[config.mk]
export PLATFORM = sky130hd
export DESIGN_NAME = wc_tile_feeder
export DESIGN_NICKNAME = d
export VERILOG_FILES = /design/src/rtl/wc_pkg.sv /design/src/rtl/wc_window_shreg.sv /design/src/rtl/wc_tile_feeder.sv
export SDC_FILE = /design/constraint.sdc
export NUM_CORES = 1
export LEC_CHECK = 0
export ABC_AREA = 1
export BUFFER_PORTS_ARGS = -buffer_cell sky130_fd_sc_hd__buf_2
export CORE_ASPECT_RATIO = 0.75
export CORE_UTILIZATION = 40
export DETAILED_ROUTE_END_ITERATION = 12
export GPL_ROUTABILITY_DRIVEN = 1
export PLACE_DENSITY = 0.72
export SYNTH_ARGS = -nofsm -noshare
export SYNTH_HDL_FRONTEND = slang
export SYNTH_SLANG_ARGS = --single-unit
[constraint.sdc]
create_clock -name clk -period 9.5 [get_ports clk]
set_clock_uncertainty 0.1 [all_clocks]
set_input_delay 0.475 -clock clk [delete_from_list [all_inputs] [get_ports clk]]
set_output_delay 0.475 -clock clk [all_outputs]
set_load 0.02 [all_outputs]
[src/rtl/wc_pkg.sv]
// Shared constants and types for the Winograd convolution front end.
package wc_pkg;

    localparam int DW = 10;
    localparam int M  = 5;
    localparam int R  = 5;
    localparam int N  = M + R - 1;

    typedef enum logic [1:0] {
        FILL = 2'd0,
        STEP = 2'd1,
        PAD  = 2'd2,
        HOLD = 2'd3
    } state_t;

    typedef logic signed [DW-1:0] sample_t;

endpackage

[src/rtl/wc_window_shreg.sv]
// N-sample sliding window: shifts one element in at the LSB end per enable,
// where the element is either the input sample or a zero.
module wc_window_shreg
    import wc_pkg::*;
#(
    parameter int DW = wc_pkg::DW,
    parameter int N  = wc_pkg::N
) (
    input  logic            clk,
    input  logic            rst,
    input  logic            shift,
    input  logic            zero,
    input  logic            clr,
    input  logic [DW-1:0]   din,
    output logic [N*DW-1:0] next_window
);

    logic [N*DW-1:0] window_r;
    logic [DW-1:0]   elem_s;

    // next_window is the post-shift view so the tile register can capture it in the same edge
    always_comb begin
        elem_s      = zero ? {DW{1'b0}} : din;
        next_window = {window_r[(N-1)*DW-1:0], elem_s};
    end

    // Window storage; clear wins over shift so a new row starts from all zeros
    always_ff @(posedge clk or posedge rst) begin
        if (rst) begin
            window_r <= {(N*DW){1'b0}};
        end else if (clr) begin
            window_r <= {(N*DW){1'b0}};
        end else if (shift) begin
            window_r <= next_window;
        end
    end

endmodule

[src/rtl/wc_tile_feeder.sv]
// Builds overlapping N-sample tiles (stride M) from a serial sample stream,
// zero-padding the final tile of each row.
module wc_tile_feeder
    import wc_pkg::*;
#(
    parameter  int DW = wc_pkg::DW,
    parameter  int M  = wc_pkg::M,
    parameter  int R  = wc_pkg::R,
    localparam int N  = M + R - 1
) (
    input  logic            clk,
    input  logic            rst,
    input  logic [DW-1:0]   s_data,
    input  logic            s_valid,
    output logic            s_ready,
    input  logic            s_last,
    output logic [N*DW-1:0] tile,
    output logic            tile_valid,
    input  logic            tile_ready,
    output logic            tile_last,
    output logic [3:0]      tile_pad
);

    localparam logic [3:0] N_CNT = 4'(N);
    localparam logic [3:0] M_CNT = 4'(M);

    state_t          state_r, state_s;
    logic [3:0]      cnt_r, pad_cnt_r, target_s, cnt_inc_s;
    logic            fill_r;
    logic [N*DW-1:0] tile_r, next_window_s;
    logic            tile_valid_r, tile_last_r;
    logic [3:0]      tile_pad_r;
    logic            shift_s, zero_s, clr_s, done_s, done_last_s, hs_s;

    wc_window_shreg #(.DW(DW), .N(N)) u_window (
        .clk         (clk),
        .rst         (rst),
        .shift       (shift_s),
        .zero        (zero_s),
        .clr         (clr_s),
        .din         (s_data),
        .next_window (next_window_s)
    );

    assign s_ready    = ((state_r == FILL) || (state_r == STEP)) && !rst;
    assign tile       = tile_r;
    assign tile_valid = tile_valid_r;
    assign tile_last  = tile_last_r;
    assign tile_pad   = tile_pad_r;

    // Next-state and per-cycle strobes; PAD reuses the row's FILL/STEP target
    always_comb begin
        state_s     = state_r;
        shift_s     = 1'b0;
        zero_s      = 1'b0;
        clr_s       = 1'b0;
        done_s      = 1'b0;
        done_last_s = 1'b0;
        hs_s        = 1'b0;
        target_s    = fill_r ? N_CNT : M_CNT;
        cnt_inc_s   = cnt_r + 4'd1;
        case (state_r)
            FILL, STEP: begin
                if (s_valid && s_ready) begin
                    shift_s = 1'b1;
                    if (cnt_inc_s == target_s) begin
                        done_s      = 1'b1;
                        done_last_s = s_last;
                        state_s     = HOLD;
                    end else if (s_last) begin
                        state_s = PAD;
                    end else begin
                        state_s = state_r;
                    end
                end else begin
                    state_s = state_r;
                end
            end
            PAD: begin
                shift_s = 1'b1;
                zero_s  = 1'b1;
                if (cnt_inc_s == target_s) begin
                    done_s      = 1'b1;
                    done_last_s = 1'b1;
                    state_s     = HOLD;
                end else begin
                    state_s = PAD;
                end
            end
            HOLD: begin
                if (tile_ready) begin
                    hs_s    = 1'b1;
                    clr_s   = tile_last_r;
                    state_s = tile_last_r ? FILL : STEP;
                end else begin
                    state_s = HOLD;
                end
            end
            default: begin
                state_s = FILL;
            end
        endcase
    end

    // State register
    always_ff @(posedge clk or posedge rst) begin
        if (rst) begin
            state_r <= FILL;
        end else begin
            state_r <= state_s;
        end
    end

    // Counters and the registered tile presented during HOLD
    always_ff @(posedge clk or posedge rst) begin
        if (rst) begin
            cnt_r        <= 4'd0;
            pad_cnt_r    <= 4'd0;
            fill_r       <= 1'b1;
            tile_r       <= {(N*DW){1'b0}};
            tile_valid_r <= 1'b0;
            tile_last_r  <= 1'b0;
            tile_pad_r   <= 4'd0;
        end else if (done_s) begin
            cnt_r        <= 4'd0;
            pad_cnt_r    <= 4'd0;
            tile_r       <= next_window_s;
            tile_valid_r <= 1'b1;
            tile_last_r  <= done_last_s;
            tile_pad_r   <= pad_cnt_r + {3'd0, zero_s};
        end else begin
            if (shift_s) begin
                cnt_r <= cnt_inc_s;
            end
            if (zero_s) begin
                pad_cnt_r <= pad_cnt_r + 4'd1;
            end
            if (hs_s) begin
                tile_valid_r <= 1'b0;
                fill_r       <= tile_last_r;
            end
        end
    end

endmodule

; ---- Yosys cells after proc, flatten, opt, wreduce, memory -nomap -nowiden
; Index checks and enable logic that the tools add are counted.
[word_totals]
mem_count = 0
wordCells = 61
latch_bits = 0
mem_bits_ro = 0
register_bits = 187
out_inout_bits = 97
ramBits = 0
[classes]
shift = 0
eq_ne = 6
bitwise_logic = 1
magnitude_cmp = 0
n_reduce_logical = 12
n_mux = 30
n_addsub = 3
multipliers = 0
n_div = 0
[op_table]
columns = operator, n
row1 = $mux 80, 2
row2 = $mux 4, 5
row3 = $mux 1, 14
row4 = $mux 10, 1
row5 = $add 4x1->4 const B, 2
row6 = $mux 2, 4
row7 = $reduce_bool 2->1, 4
row8 = $pmux 1 s2, 3
row9 = $pmux 2 s3, 1
row10 = $add 4x1->4, 1
row11 = $eq 2x2->1 const B, 2
row12 = $eq 4x4->1, 1
row13 = $reduce_and 2->1, 2
row14 = $ne 3x3->1 const B, 1
row15 = $eq 2x1->1 const B, 1
row16 = $logic_and 1x1->1, 2
row17 = $logic_not 2->1, 1
row18 = $ne 2x2->1 const B, 1
row19 = $reduce_or 2->1, 1
row20 = $logic_not 1->1, 1
row21 = $logic_or 1x1->1, 1
row22 = $not 1->1, 1

; ---- Logic depth before layout (Yosys ltp)
; Gate-level depths: netlist (run 1).
[logic_depth]
word_depth = 8
depth_mapped = 12
mapped_depth_nobuf = 11

; ---- Cells and area by module
; A second synthesis (run 1) with hierarchy kept.
[unflattened]
cells_unflattened = 866
area_unflattened_um2 = 7925.1
[modules_own_cells]
columns = mod, n_inst, cells_each, area_per_inst_um2
row1 = wc_tile_feeder, 1, 501, 4773.3
row2 = wc_window_shreg, 1, 365, 3151.8

; ---- Least setup slack after synthesis (run 1)
; No wires, ideal clock.
[synth_timing]
kind = input to register
startpoint = input port rst
endpoint = register tile_pad_r[2] (netlist: tile_pad[2])
path_stages = 8
arrival_time_ns = 1.719
path_slack_ns = 7.559
required_time_ns = 9.277
path_cell_list = nor2_1 -> nand2_1 -> nand2_4 -> nand4_4 -> buf_6 -> buf_6 -> nand2_1 -> o21ai_1
[synth_via]
elab_chain_len = 5
[synth_lines]
columns = item, line_no
row1 = start: declaration, wc_tile_feeder.sv:12  ; input logic rst,
row2 = $logic_not 1->1 (no line), -
row3 = $logic_and 1x1->1, wc_tile_feeder.sv:45  ; assign s_ready = ((state_r == FILL) || (state_r == STEP)) && !rst;
row4 = $logic_and 1x1->1, wc_tile_feeder.sv:64  ; if (s_valid && s_ready) begin
row5 = $mux 1, wc_tile_feeder.sv:64
row6 = $pmux 1 s2, wc_tile_feeder.sv:62  ; case (state_r)
row7 = end signal: assignment, wc_tile_feeder.sv:130  ; tile_pad_r <= pad_cnt_r + {3'd0, zero_s};
row8 = end: declaration, wc_tile_feeder.sv:32  ; logic [3:0] tile_pad_r;
; No other way between the ends.
; A chain may end at the register's enable or synchronous reset.

; ---- Final worst setup path (run 1)
[layout_timing]
startpoint = input port rst
endpoint = register tile_r[53] (netlist: tile[53])
[layout_via]
elab_chain_len = 5
[layout_lines]
columns = item, line_no
row1 = $logic_not 1->1 (no line), -
row2 = $logic_and 1x1->1, wc_tile_feeder.sv:45
row3 = $logic_and 1x1->1, wc_tile_feeder.sv:64
row4 = $mux 1, wc_tile_feeder.sv:64
row5 = $pmux 1 s2, wc_tile_feeder.sv:62
row6 = end signal: assignment, wc_tile_feeder.sv:120  ; tile_r <= {(N*DW){1'b0}};
row7 = end signal: assignment, wc_tile_feeder.sv:127  ; tile_r <= next_window_s;
row8 = end: declaration, wc_tile_feeder.sv:30  ; logic [N*DW-1:0] tile_r, next_window_s;
; No other way between the ends.

==> metrics.yaml, run 1 <==
placed_area_sq_mm: 0.007810
ys.flop_type: "dfrtp_1"
period_minus_slack_ns: 3.274
cell_internal_pwr_mw: 1.802
seq_power_share_pct: 40.8
synth_area_per_cell_sq_um: 10.34
numPortBuffers: 111
setup_violations: 0
syn-cell-area_sq_mm: 0.007158
dp_hpwl_mm: 10.14
antennaDiodeCount: 0
final_area_sq_mm: 0.008406
synth_cell_types: 24
crit_arrival_ns: 3.45
path_max_fanout: 88
grt.overflow.total: 0
slew_viol_final: 0
htree_levels: 4
startpoint_type: "input pin"
crit_top_cell: "nand2_1"
r2r_slack_ns: 6.45
routed_wirelength_mm: 15.92
leakage_nw: 4.118
cpMaxStageDelayCell: "buf_4"
whs_ns: 0.2509
cts_buffer_depth: 2
cp-end-kind: "register"
grt_max_degree: 89
drt-initial-drc-count: 416
start_util_pct: 41.78
cpPeakStageDelay_ns: 0.60
insertion_delay_ns: 0.43
cts-buffers-inserted: 17
fill_cells: 1593
power_frac_comb_pct: 35.7
synth.area.top_cells: "dfrtp_1 65%, nand2_1 7.1%, o21ai_1 6.2%, o22ai_1 5.8%, inv_1 4.8%"
setup_slack_ns: 6.226
grt_first_pass_wirelength_mm: 26.03
yosysWarnings: 0
row_count: 41
ir_worst_vdd_mv: 0.1986
final_cell_mix: "186 x dfrtp_1, 135 x nand2_1, 111 x buf_2, 91 x inv_1, 88 x o21ai_1"
maxCapViolCount: 0
instances_no_fill: 1037
status: "finished, final reports clean"
hold_viol: 0
dr_total_vias: 5127
p_per_area_mw_per_mm2: 359.5
fin_crit_sh_pct: 34.46
drt-pass1-iter-count: 4
wire_per_inst_microns: 15.35
critPathRequiredTime_ns: 9.68
first_global_vias: 4904
p_sw_share_pct: 40.38
cts_tree: "yes"
crit_chain: "dlygate4sd3_1, buf_2, nor2_1, nand2_1, nand2_4, nand4_4, buf_4, nand2_1, o21ai_1"
ctsRootBufferMaster: "clkbuf_16"
slew_headroom_pct: 31.23
clock_sinks: 187
finalPower_mw: 3.022
die_y_microns: 117.9
grt_antenna_before_repair: 0
final_common_cell: "dfrtp_1"
ant_nets: 0
gp_congestion: 0.7712
grt_usage_pct: 18.04
path_clk_slew_ns: 0.07
post_cts_buffers: 0
synth_fp_nets: 712
drcViolationCount: 0
synth-seq-area-share_pct: 65.39
drive_above_1_share_pct: 20.22
pwr-share-clk_pct: 23.5
synth_top_cell_by_area: "dfrtp_1"
place_ws_ns: 6.366
core_sq_mm: 0.01713
switching_power_mw: 1.220
crit_type: "in2reg"
synth-async-reset-ratio_pct: 100.0
max_slew.worst_pin.slew_ns: 1.030
rsz0062_at_grt: "no"
pin_count: 112
final_util_pct: 49.06
vias_per_cell: 4.944
yosys.area.top_type_share_pct: 65.02
layout.nets: 809
area_growth_pct: 17.43
synth_edf_count: 0
synth_seq_cells: 187
die-area_sq_mm: 0.01844
syn_inst: 692
die_w_microns: 156.5
holdCritPathClass: "in2reg"
fmax_ghz: 0.3054
dp_cells: 1005
tns_ns: 0
## power by group through the flow
stage	combinational (mW)	clock, mW	sequential, mW
after floorplan	0.600	0	1.41
after global routing	1.20	0.751	1.27
final	1.08	0.709	1.23
after detailed placement	1.08	0	1.24
after global placement	1.06	0	1.24
after CTS	1.09	0.719	1.23
## cells in the mapped netlist, types with 4 or more instances
cell type / number
nand2_1: 136
dfrtp_1: 186
buf_6: 11
buf_2: 12
nand4_1: 7
nor2_1: 4
nand3_1: 28
inv_2: 4
clkbuf_1: 15
o21ai_1: 88
ha_1: 5
o21ai_2: 6
o21ai_0: 20
inv_1: 92
o22ai_1: 66
## metal layers
metal	part of all wire, %	GRT usage [%]	vias to the layer above
met5	0	0	-
met4	0.62	3.860	0
met3	5.6	4.492	12
met2	44	26.09	154
met1	50	27.22	2479
li1	-	-	2482
## final timing paths
kind,start,end,cells after the start
worst max-delay path,rst,tile[53],9
worst min-delay path,s_data[6],tile[6],3
worst max register to register,state_r[1],tile[53],7
worst min register to register,tile[87],tile[87],2
max in group asynchronous,rst,tile[66],4
min in group asynchronous,rst,tile[2],3
## critical path: cells and delay by family
kind            cells  cell delay [ns]
simple gates        5             1.55
buf+inv             3             1.28
compound gates      1             0.08
## kinds of logic (layout without fill, tap and decap cells)
kind of cell	after synthesis	after routing	synth area share, %
buf+inv	135	244	8.442
compound gates	182	182	14.19
xor+xnor	4	4	0.4895
simple gates	179	179	10.61
flops	187	187	65.39
fa+ha+maj	5	5	0.8740
## state kept, by name, summed over array words and instances, names as in the netlist
name               count
fill_r                 1
pad_cnt_r              4
u_window.window_r     80
cnt_r                  4
tile_valid             1
state_r                2
tile                  90
tile_last              1
tile_pad               4
## timing repair
| item | CTS | global route |
|---|---|---|
| hold buffers | 1 | 0 |
| gates resized for setup | 0 | 0 |
| hold endpoints to repair | 41 | 0 |
## cell type report
cell class / count / area, sq um / share of cell area (%)
Sequential cell: 187 / 4681 / 55.69
Multi-Input combinational cell: 370 / 1876 / 22.31
Timing Repair Buffer: 117 / 603.1 / 7.175
Clock buffer: 20 / 446.7 / 5.314
Inverter: 96 / 365.4 / 4.347
Tap cell: 236 / 295.3 / 3.513
Clock inverter: 11 / 138.9 / 1.652
No activity file was read; power rests on OpenSTA's default activity.
==> run 2: changes to the inputs <==
--- a/config.mk
+++ b/config.mk
@@ -5,13 +5,13 @@
 export SDC_FILE = /design/constraint.sdc
 export NUM_CORES = 1
 export LEC_CHECK = 0
-export ABC_AREA = 1
+export ABC_AREA = 0
 export BUFFER_PORTS_ARGS = -buffer_cell sky130_fd_sc_hd__buf_2
 export CORE_ASPECT_RATIO = 0.75
 export CORE_UTILIZATION = 40
 export DETAILED_ROUTE_END_ITERATION = 12
 export GPL_ROUTABILITY_DRIVEN = 1
-export PLACE_DENSITY = 0.72
+export PLACE_DENSITY = 0.71
 export SYNTH_ARGS = -nofsm -noshare
 export SYNTH_HDL_FRONTEND = slang
 export SYNTH_SLANG_ARGS = --single-unit
==> constraint.sdc (replaced) <==
create_clock -name clk -period 3.04 [get_ports clk]
set_clock_uncertainty 0.1 [all_clocks]
set_input_delay 0.152 -clock clk [delete_from_list [all_inputs] [get_ports clk]]
set_output_delay 0.152 -clock clk [all_outputs]
set_load 0.02 [all_outputs]
==> run 2 against run 1 <==
Effect of this change: clock power rose to 3.2 times the previous value; flip-flop and latch count did not move; utilization grew 0.98 points; cell count decreased by 4.9%; worst hold slack got worse by 0.11 ns; setup slack worse by 5.6 ns; via count decreased by 1.6%; non-clock buffer count grew 20; critical path depth fell by 1; power grew to 3.0 times the previous value; cell area is 6.7% higher.
==> metrics.yaml, run 2 <==
status: "finished, final reports clean"  # unchanged
largest_register_ff_count: 90  # unchanged
die-area_sq_mm: 0.01913  # was 0.01844 sq mm
cell_internal_pwr_mw: 5.706  # was 1.802 mW
grt_antenna_before_repair: 0  # unchanged
synth_edf_count: 0  # unchanged
leakage_nw: 4.595  # was 4.118 nW
slew_headroom_pct: 40.81  # was 31.23%
hold_start: "s_valid"  # was s_data[6]
synth-async-reset-ratio_pct: 100.0  # unchanged
grt.overflow.total: 0  # unchanged
ant_nets: 0  # unchanged
cts-buffers-inserted: 17  # unchanged
crit_chain: "ha_1, nor2_1, a32oi_1, a22oi_1, buf_4, o21ai_0, nand2_1, dlygate4sd3_1"  # was dlygate4sd3_1, buf_2, nor2_1, nand2_1, nand2_4, nand4_4, buf_4, nand2_1, o21ai_1
cp-end-kind: "register"  # unchanged
post_cts_buffers: 0  # unchanged
cpPeakStageDelay_ns: 0.56  # was 0.60 ns
fmax_ghz: 0.4138
antennaDiodeCount: 0  # unchanged
dp_hpwl_mm: 10.37  # was 10.14 mm
rsz0062_at_grt: "no"  # unchanged
htree_levels: 4  # unchanged
yosys-top-cells-count: "186 x dfrtp_1, 120 x nand2_1, 82 x mux2_1"  # was 186 x dfrtp_1, 136 x nand2_1, 92 x inv_1
synth-seq-area-share_pct: 62.99  # was 65.39%
max_slew.worst_pin.slew_ns: 0.8860  # was 1.030 ns
start_util_pct: 41.47  # was 41.78%
pin_count: 112  # unchanged
yosysWarnings: 0  # unchanged
crit_start: "cnt_r[0]"  # was rst
p_sw_share_pct: 37.55  # was 40.38%
finalPower_mw: 9.137  # was 3.022 mW
syn_inst: 614  # was 692
ir_worst_vdd_mv: 0.5284  # was 0.1986 mV
fill_cells: 1578  # was 1593
area_growth_pct: 20.66  # was 17.43%
synth_seq_cells: 187  # unchanged
final_cell_mix: "186 x dfrtp_1, 119 x nand2_1, 111 x buf_2, 82 x mux2_1, 67 x a21oi_1"  # was 186 x dfrtp_1, 135 x nand2_1, 111 x buf_2, 91 x inv_1, 88 x o21ai_1
crit_type: "reg2reg"  # was in2reg
r2r_start: "cnt_r[0]"  # was state_r[1]
fin_crit_sh_pct: 79.49
insertion_delay_ns: 0.42  # was 0.43 ns
drive_above_1_share_pct: 21.77  # was 20.22%
cts_buffer_depth: 2  # unchanged
grt_first_pass_wirelength_mm: 26.88  # was 26.03 mm
hold_viol: 0  # unchanged
numPortBuffers: 111  # unchanged
die_y_microns: 120.0  # was 117.9 microns
wire_per_inst_microns: 16.34  # was 15.35 microns
final_common_cell: "dfrtp_1"  # unchanged
path_clk_slew_ns: 0.07  # about the same
cts_resized: 0  # unchanged
critPathRequiredTime_ns: 3.24  # was 9.68 ns
first_global_vias: 4899  # was 4904
p_per_area_mw_per_mm2: 1019  # was 359.5 mW/mm^2
synth_most_common_cell: "dfrtp_1"  # unchanged
synth.area.top_cells: "dfrtp_1 63%, mux2_1 12%, nand2_1 6.1%, a21oi_1 4.5%, a22o_1 2.6%"  # was dfrtp_1 65%, nand2_1 7.1%, o21ai_1 6.2%, o22ai_1 5.8%, inv_1 4.8%
crit_family: "buffers and inverters"  # was simple AND/OR/NAND/NOR gates
setup_violations: 0  # unchanged
drt-initial-drc-count: 272  # was 416
clock_sinks: 187  # unchanged
power_frac_comb_pct: 32.0  # was 35.7%
maxCapViolCount: 0  # unchanged
vias_per_cell: 5.115  # was 4.944
synth_fp_nets: 634  # was 712
row_count: 42  # was 41
seq_power_share_pct: 42.8  # was 40.8%
cpMaxStageDelayCell: "dlygate4sd3_1"  # was buf_4
period_minus_slack_ns: 2.416
crit_arrival_ns: 2.62  # was 3.45 ns
syn-cell-area_sq_mm: 0.007431  # was 0.007158 sq mm
cts_tree: "yes"  # unchanged
gp_congestion: 0.7879  # was 0.7712
startpoint_type: "register"  # was input pin
ys.flop_type: "dfrtp_1"  # unchanged
timing.critical_path.buf_inv: 2  # was 3
slew_viol_final: 0  # unchanged
synth_cell_types: 41  # was 24
path_max_fanout: 12  # was 88
grt_usage_pct: 17.84  # was 18.04%
core_sq_mm: 0.01792  # was 0.01713 sq mm
yosys.area.top_type_share_pct: 62.64  # was 65.02%
pwr-share-clk_pct: 25.2  # was 23.5%
synth_top_cell_by_area: "dfrtp_1"  # unchanged
layout.nets: 751  # was 809
holdCritPathClass: "in2reg"  # unchanged
tns_ns: 0  # unchanged
switching_power_mw: 3.431  # was 1.220 mW
die_w_microns: 159.4  # was 156.5 microns
drcViolationCount: 0  # unchanged
routed_wirelength_mm: 16.11  # was 15.92 mm
drt-pass1-iter-count: 4  # unchanged
holdBufCountCts: 14  # was 1
grt_max_degree: 75  # was 89
ctsRootBufferMaster: "clkbuf_16"  # unchanged
synth_area_per_cell_sq_um: 12.10  # was 10.34 sq um
dr_total_vias: 5043  # was 5127
-- run 2: changes by cell type after synthesis, sizes merged, moves of 4 or more --
cell    previous run  this run
nand3             28        24
nand4              8         1
a21oi              2        67
inv               96        15
o22ai             66         1
o21ai            114        14
a21o               0         4
clkbuf            15        24
mux2               0        83
nand2            138       120
nor2               5         9
a22o               0        22
buf               24        15
-- run 2: cell type report --
| class | instances | area [sq um] | share of cell area [%] |
|---|---|---|---|
| well taps | 242 | 302.8 | 3.377 |
| clock inverters | 12 | 161.4 | 1.800 |
| repair buffers | 137 | 860.8 | 9.601 |
| multi-input cells | 373 | 2454 | 27.37 |
| clock buffers | 20 | 446.7 | 4.982 |
| flip-flops and latches | 187 | 4681 | 52.20 |
| inverters | 15 | 60.06 | 0.6698 |
-- run 2: routing by layer --
metal  routed length (microns)  global-route usage [%]
met1                      8039                   26.16
met2                      7221                   26.62
met3                       690                   3.457
met4                       157                   5.709
met5                         0                       0
-- run 2: kinds of logic (layout without fill, tap and decap cells) --
group / after synthesis / count (layout) / synth area share [%]
flip-flops: 187 / 187 / 62.99
AO/OA/AOI/OAI: 114 / 114 / 9.311
buffers and inverters: 54 / 184 / 4.277
multiplexers: 83 / 83 / 12.58
adder cells (fa/ha/maj): 5 / 5 / 0.8419
AND/OR/NAND/NOR: 169 / 169 / 9.766
XOR/XNOR: 2 / 2 / 0.2358
-- run 2: final timing paths --
path | end | slack, ns | cells after the start
setup / recovery | state_r[1] | 0.62 | 8
hold / removal | state_r[0] | 0.14 | 4
setup reg to reg | state_r[1] | 0.62 | 8
hold reg to reg | tile_valid | 0.37 | 1
max in group asynchronous | u_window.window_r[48] | 1.64 | 4
min in group asynchronous | tile_last | 0.39 | 3
-- run 2: stage by stage --
stage          hold slack, ns  setup WS (ns)  cells  utilization (%)  cell area [sq um]
3_3_place_gp           0.3026         0.7222    940            45.86               8218
5_1_grt                0.1667         0.4643    986            50.03               8966
2_1_floorplan          0.1822         0.3823    614                -               7435
4_1_cts                0.1154         0.6356    986            50.03               8966
6_report               0.1401         0.6235    986            50.03               8966
3_5_place_dp           0.3018         0.6665    940            45.86               8218
-- run 2: power by group through the flow --
stage	Clock [mW]	Sequential (mW)	Combinational, mW
2_1_floorplan	0	4.20	1.72
3_3_place_gp	0	3.93	2.87
3_5_place_dp	0	3.94	2.93
4_1_cts	2.34	3.91	2.97
5_1_grt	2.44	4.01	3.22
6_report	2.30	3.91	2.93
-- run 2: worst reg2reg max path, cell delays in order, from the launching register on --
cell and delay [ns]:
dfrtp_1 0.42, ha_1 0.25, nor2_1 0.07, a32oi_1 0.34, a22oi_1 0.15, buf_4 0.19, o21ai_0 0.16, nand2_1 0.07
dlygate4sd3_1 0.56
==> run 3: changes to the inputs <==
--- a/config.mk
+++ b/config.mk
@@ -5,13 +5,13 @@
 export SDC_FILE = /design/constraint.sdc
 export NUM_CORES = 1
 export LEC_CHECK = 0
-export ABC_AREA = 0
+export ABC_AREA = 1
 export BUFFER_PORTS_ARGS = -buffer_cell sky130_fd_sc_hd__buf_2
 export CORE_ASPECT_RATIO = 0.75
 export CORE_UTILIZATION = 40
 export DETAILED_ROUTE_END_ITERATION = 12
 export GPL_ROUTABILITY_DRIVEN = 1
-export PLACE_DENSITY = 0.71
+export PLACE_DENSITY = 0.74
 export SYNTH_ARGS = -nofsm -noshare
 export SYNTH_HDL_FRONTEND = slang
 export SYNTH_SLANG_ARGS = --single-unit
==> constraint.sdc (replaced) <==
create_clock -name clk -period 2.2 [get_ports clk]
set_clock_uncertainty 0.1 [all_clocks]
set_input_delay 0.11 -clock clk [delete_from_list [all_inputs] [get_ports clk]]
set_output_delay 0.11 -clock clk [all_outputs]
set_load 0.02 [all_outputs]
==> run 3 against run 2 <==
Effect of this change: cell count up 8.2%; critical path depth up 4; setup slack worse by 0.44 ns; via count up 4.4%; non-clock buffer count up 9; maximum frequency up 20%; first-iteration DRC count up 22%; clock power up 30%; critical endpoint is now tile[34]; worst hold slack worse by 0.081 ns; cell area down 2.0%; register-to-register slack worse by 0.44 ns; clock-buffer cell count down 3.
==> metrics.yaml, run 3 (synthesized netlist as in run 1, its figures left out) <==
rsz0062_at_grt: "no"  # unchanged
crit_top_cell: "nand2_1"
final_util_pct: 51.29  # was 50.03%
layout.nets: 838  # was 751
r2r_slack_ns: 0.19  # was 0.62 ns
drcViolationCount: 0  # unchanged
grt.overflow.total: 0  # unchanged
period_minus_slack_ns: 2.012  # was 2.416 ns
hold_viol: 0  # unchanged
core_sq_mm: 0.01713  # was 0.01792 sq mm
ir_worst_vdd_mv: 0.8932  # was 0.5284 mV
clock_sinks: 187  # unchanged
slew_headroom_pct: 55.86  # was 40.81%
leakage_nw: 4.300  # was 4.595 nW
p_per_area_mw_per_mm2: 1515  # was 1019 mW/mm^2
start_util_pct: 41.78  # was 41.47%
crit_family: "simple AND/OR/NAND/NOR gates"  # was buffers and inverters
drt-initial-drc-count: 331  # was 272
final_common_cell: "dfrtp_1"  # unchanged
holdCritPathClass: "in2reg"  # unchanged
startpoint_type: "register"  # unchanged
insertion_delay_ns: 0.43  # was 0.42 ns
final_cell_mix: "185 x dfrtp_1, 135 x nand2_1, 111 x buf_2, 91 x inv_1, 88 x o21ai_1"  # was 186 x dfrtp_1, 119 x nand2_1, 111 x buf_2, 82 x mux2_1, 67 x a21oi_1
reg2reg_to: "tile[34]"  # was state_r[1]
wire_per_inst_microns: 14.89  # was 16.34 microns
cp-end-kind: "register"  # unchanged
worstHoldEndpoint: "cnt_r[1]"  # was state_r[0]
die_w_microns: 156.5  # was 159.4 microns
setup_violations: 0  # unchanged
grt_usage_pct: 18.11  # was 17.84%
grt_max_degree: 60  # was 75
routed_wirelength_mm: 15.89  # was 16.11 mm
antennaDiodeCount: 0  # unchanged
vias_per_cell: 4.934  # was 5.115
dp_hpwl_mm: 10.85  # was 10.37 mm
drt-pass1-iter-count: 4  # unchanged
whs_ns: 0.05910  # was 0.1401 ns
fin_crit_sh_pct: 91.44  # was 79.49%
cpPeakStageDelay_ns: 0.41  # was 0.56 ns
grt_first_pass_wirelength_mm: 26.11  # was 26.88 mm
largest_register_ff_count: 90  # unchanged
path_max_fanout: 38  # was 12
dr_total_vias: 5265  # was 5043
crit_chain: "ha_1, inv_1, nand2_1, nand2_1, nor2_1, nand2_1, nand2_2, nand4_4, buf_12, buf_12, nand2_1, o21ai_1"  # was ha_1, nor2_1, a32oi_1, a22oi_1, buf_4, o21ai_0, nand2_1, dlygate4sd3_1
hold_start: "s_valid"  # unchanged
numPortBuffers: 111  # unchanged
row_count: 41  # was 42
fmax_ghz: 0.4971  # was 0.4138 GHz
slew_viol_final: 0  # unchanged
multi_input_area_sq_mm: 0.001876  # was 0.002454 sq mm
r2r_start: "cnt_r[1]"  # was cnt_r[0]
drive_above_1_share_pct: 22.02  # was 21.77%
path_clk_slew_ns: 0.07  # about the same
critPathRequiredTime_ns: 2.41  # was 3.24 ns
timing.critical_path.buf_inv: 3  # was 2
cts-buffers-inserted: 17  # unchanged
cts_buffer_depth: 2  # unchanged
ant_nets: 0  # unchanged
maxCapViolCount: 0  # unchanged
grt_antenna_before_repair: 0  # unchanged
pin_count: 112  # unchanged
ctsRootBufferMaster: "clkbuf_16"  # unchanged
area_growth_pct: 22.76  # was 20.66%
first_global_vias: 5070  # was 4899
cts_tree: "yes"  # unchanged
r2r_cells: 12  # was 8
htree_levels: 4  # unchanged
crit_start: "cnt_r[1]"  # was cnt_r[0]
die_y_microns: 117.9  # was 120.0 microns
final-seq-area_sq_mm: 0.004682  # was 0.004681 sq mm
crit_type: "reg2reg"  # unchanged
fill_cells: 1553  # was 1578
holdPathStages: 4  # unchanged
status: "finished, final reports clean"  # unchanged
crit_arrival_ns: 2.22  # was 2.62 ns
gp_congestion: 0.7872  # was 0.7879
cpMaxStageDelayCell: "dfrtp_1"  # was dlygate4sd3_1
die-area_sq_mm: 0.01844  # was 0.01913 sq mm
max_slew.worst_pin.slew_ns: 0.6607  # was 0.8860 ns
run 3: cell types whose count changed in the layout (fill, tap and decap cells not counted), sizes merged, moves of 7 or more:
cell	delta
mux2	-83
a21oi	-65
inv	+85
o22ai	+65
nand4	+7
a22o	-22
nand2	+18
buf	+10
o21ai	+100
run 3: where the power goes:
part	total (mW)	internal (mW)	switching, mW
logic	5.00	1.66	3.33
registers	5.31	4.66	0.652
clock network	3.00	1.53	1.47
run 3: per-stage QoR:
step / setup TNS (ns) / power (mW) / cell area (sq um) / instances / setup slack, ns
after global placement: 0 / 10.22 / 8061 / 1022 / 0.2823
after CTS: 0 / 13.41 / 8786 / 1067 / 0.1591
after detailed placement: 0 / 10.35 / 8061 / 1022 / 0.1673
after global routing: 0 / 14.20 / 8787 / 1067 / 0.01886
final: 0 / 13.32 / 8787 / 1067 / 0.1884
after floorplan: -77.32 / 8.661 / 7162 / 692 / -0.4157
run 3: layout make-up:
| type | instances | share of cell area, % |
|---|---|---|
| multi-input combinational | 370 | 21.34 |
| clock inverter | 15 | 1.922 |
| timing repair buffer | 146 | 11.11 |
| sequential | 187 | 53.28 |
| inverter | 96 | 4.144 |
| clock buffer | 17 | 4.841 |
| tap | 236 | 3.360 |
run 3: how the worst max path moves through the flow:
stage               end  slack [ns]  cells after the start
2_1_floorplan  cnt_r[0]       -0.42                      1
6_report       tile[34]        0.19                     12
4_1_cts        tile[31]        0.16                     12
3_3_place_gp   tile[34]        0.28                     12
3_5_place_dp   tile[35]        0.17                     12
5_1_grt        tile[34]        0.02                     12
run 3: timing repair:
item / in CTS / in global routing
gates resized for setup: 0 / 1
setup endpoints to repair: 0 / 18
hold endpoints to repair: 45 / 0
hold buffers: 13 / 0
buffers inserted: 0 / 0
run 3: layer usage:
layer	GRT usage, %	part of all wire [%]	up-vias
met1	26.96	50	2543
met3	5.265	7.5	11
met4	4.228	0.65	0
li1	-	-	2540
met5	0	0	-
met2	25.86	42	171
run 3: worst register-to-register path: cells and delay by family (launching register included):
family                   cells  cell delay, ns
buffers and inverters        3            0.44
AND/OR/NAND/NOR              7            0.65
adder cells (fa/ha/maj)      1            0.23
AO/OA/AOI/OAI                1            0.06
flip-flops                   1            0.41
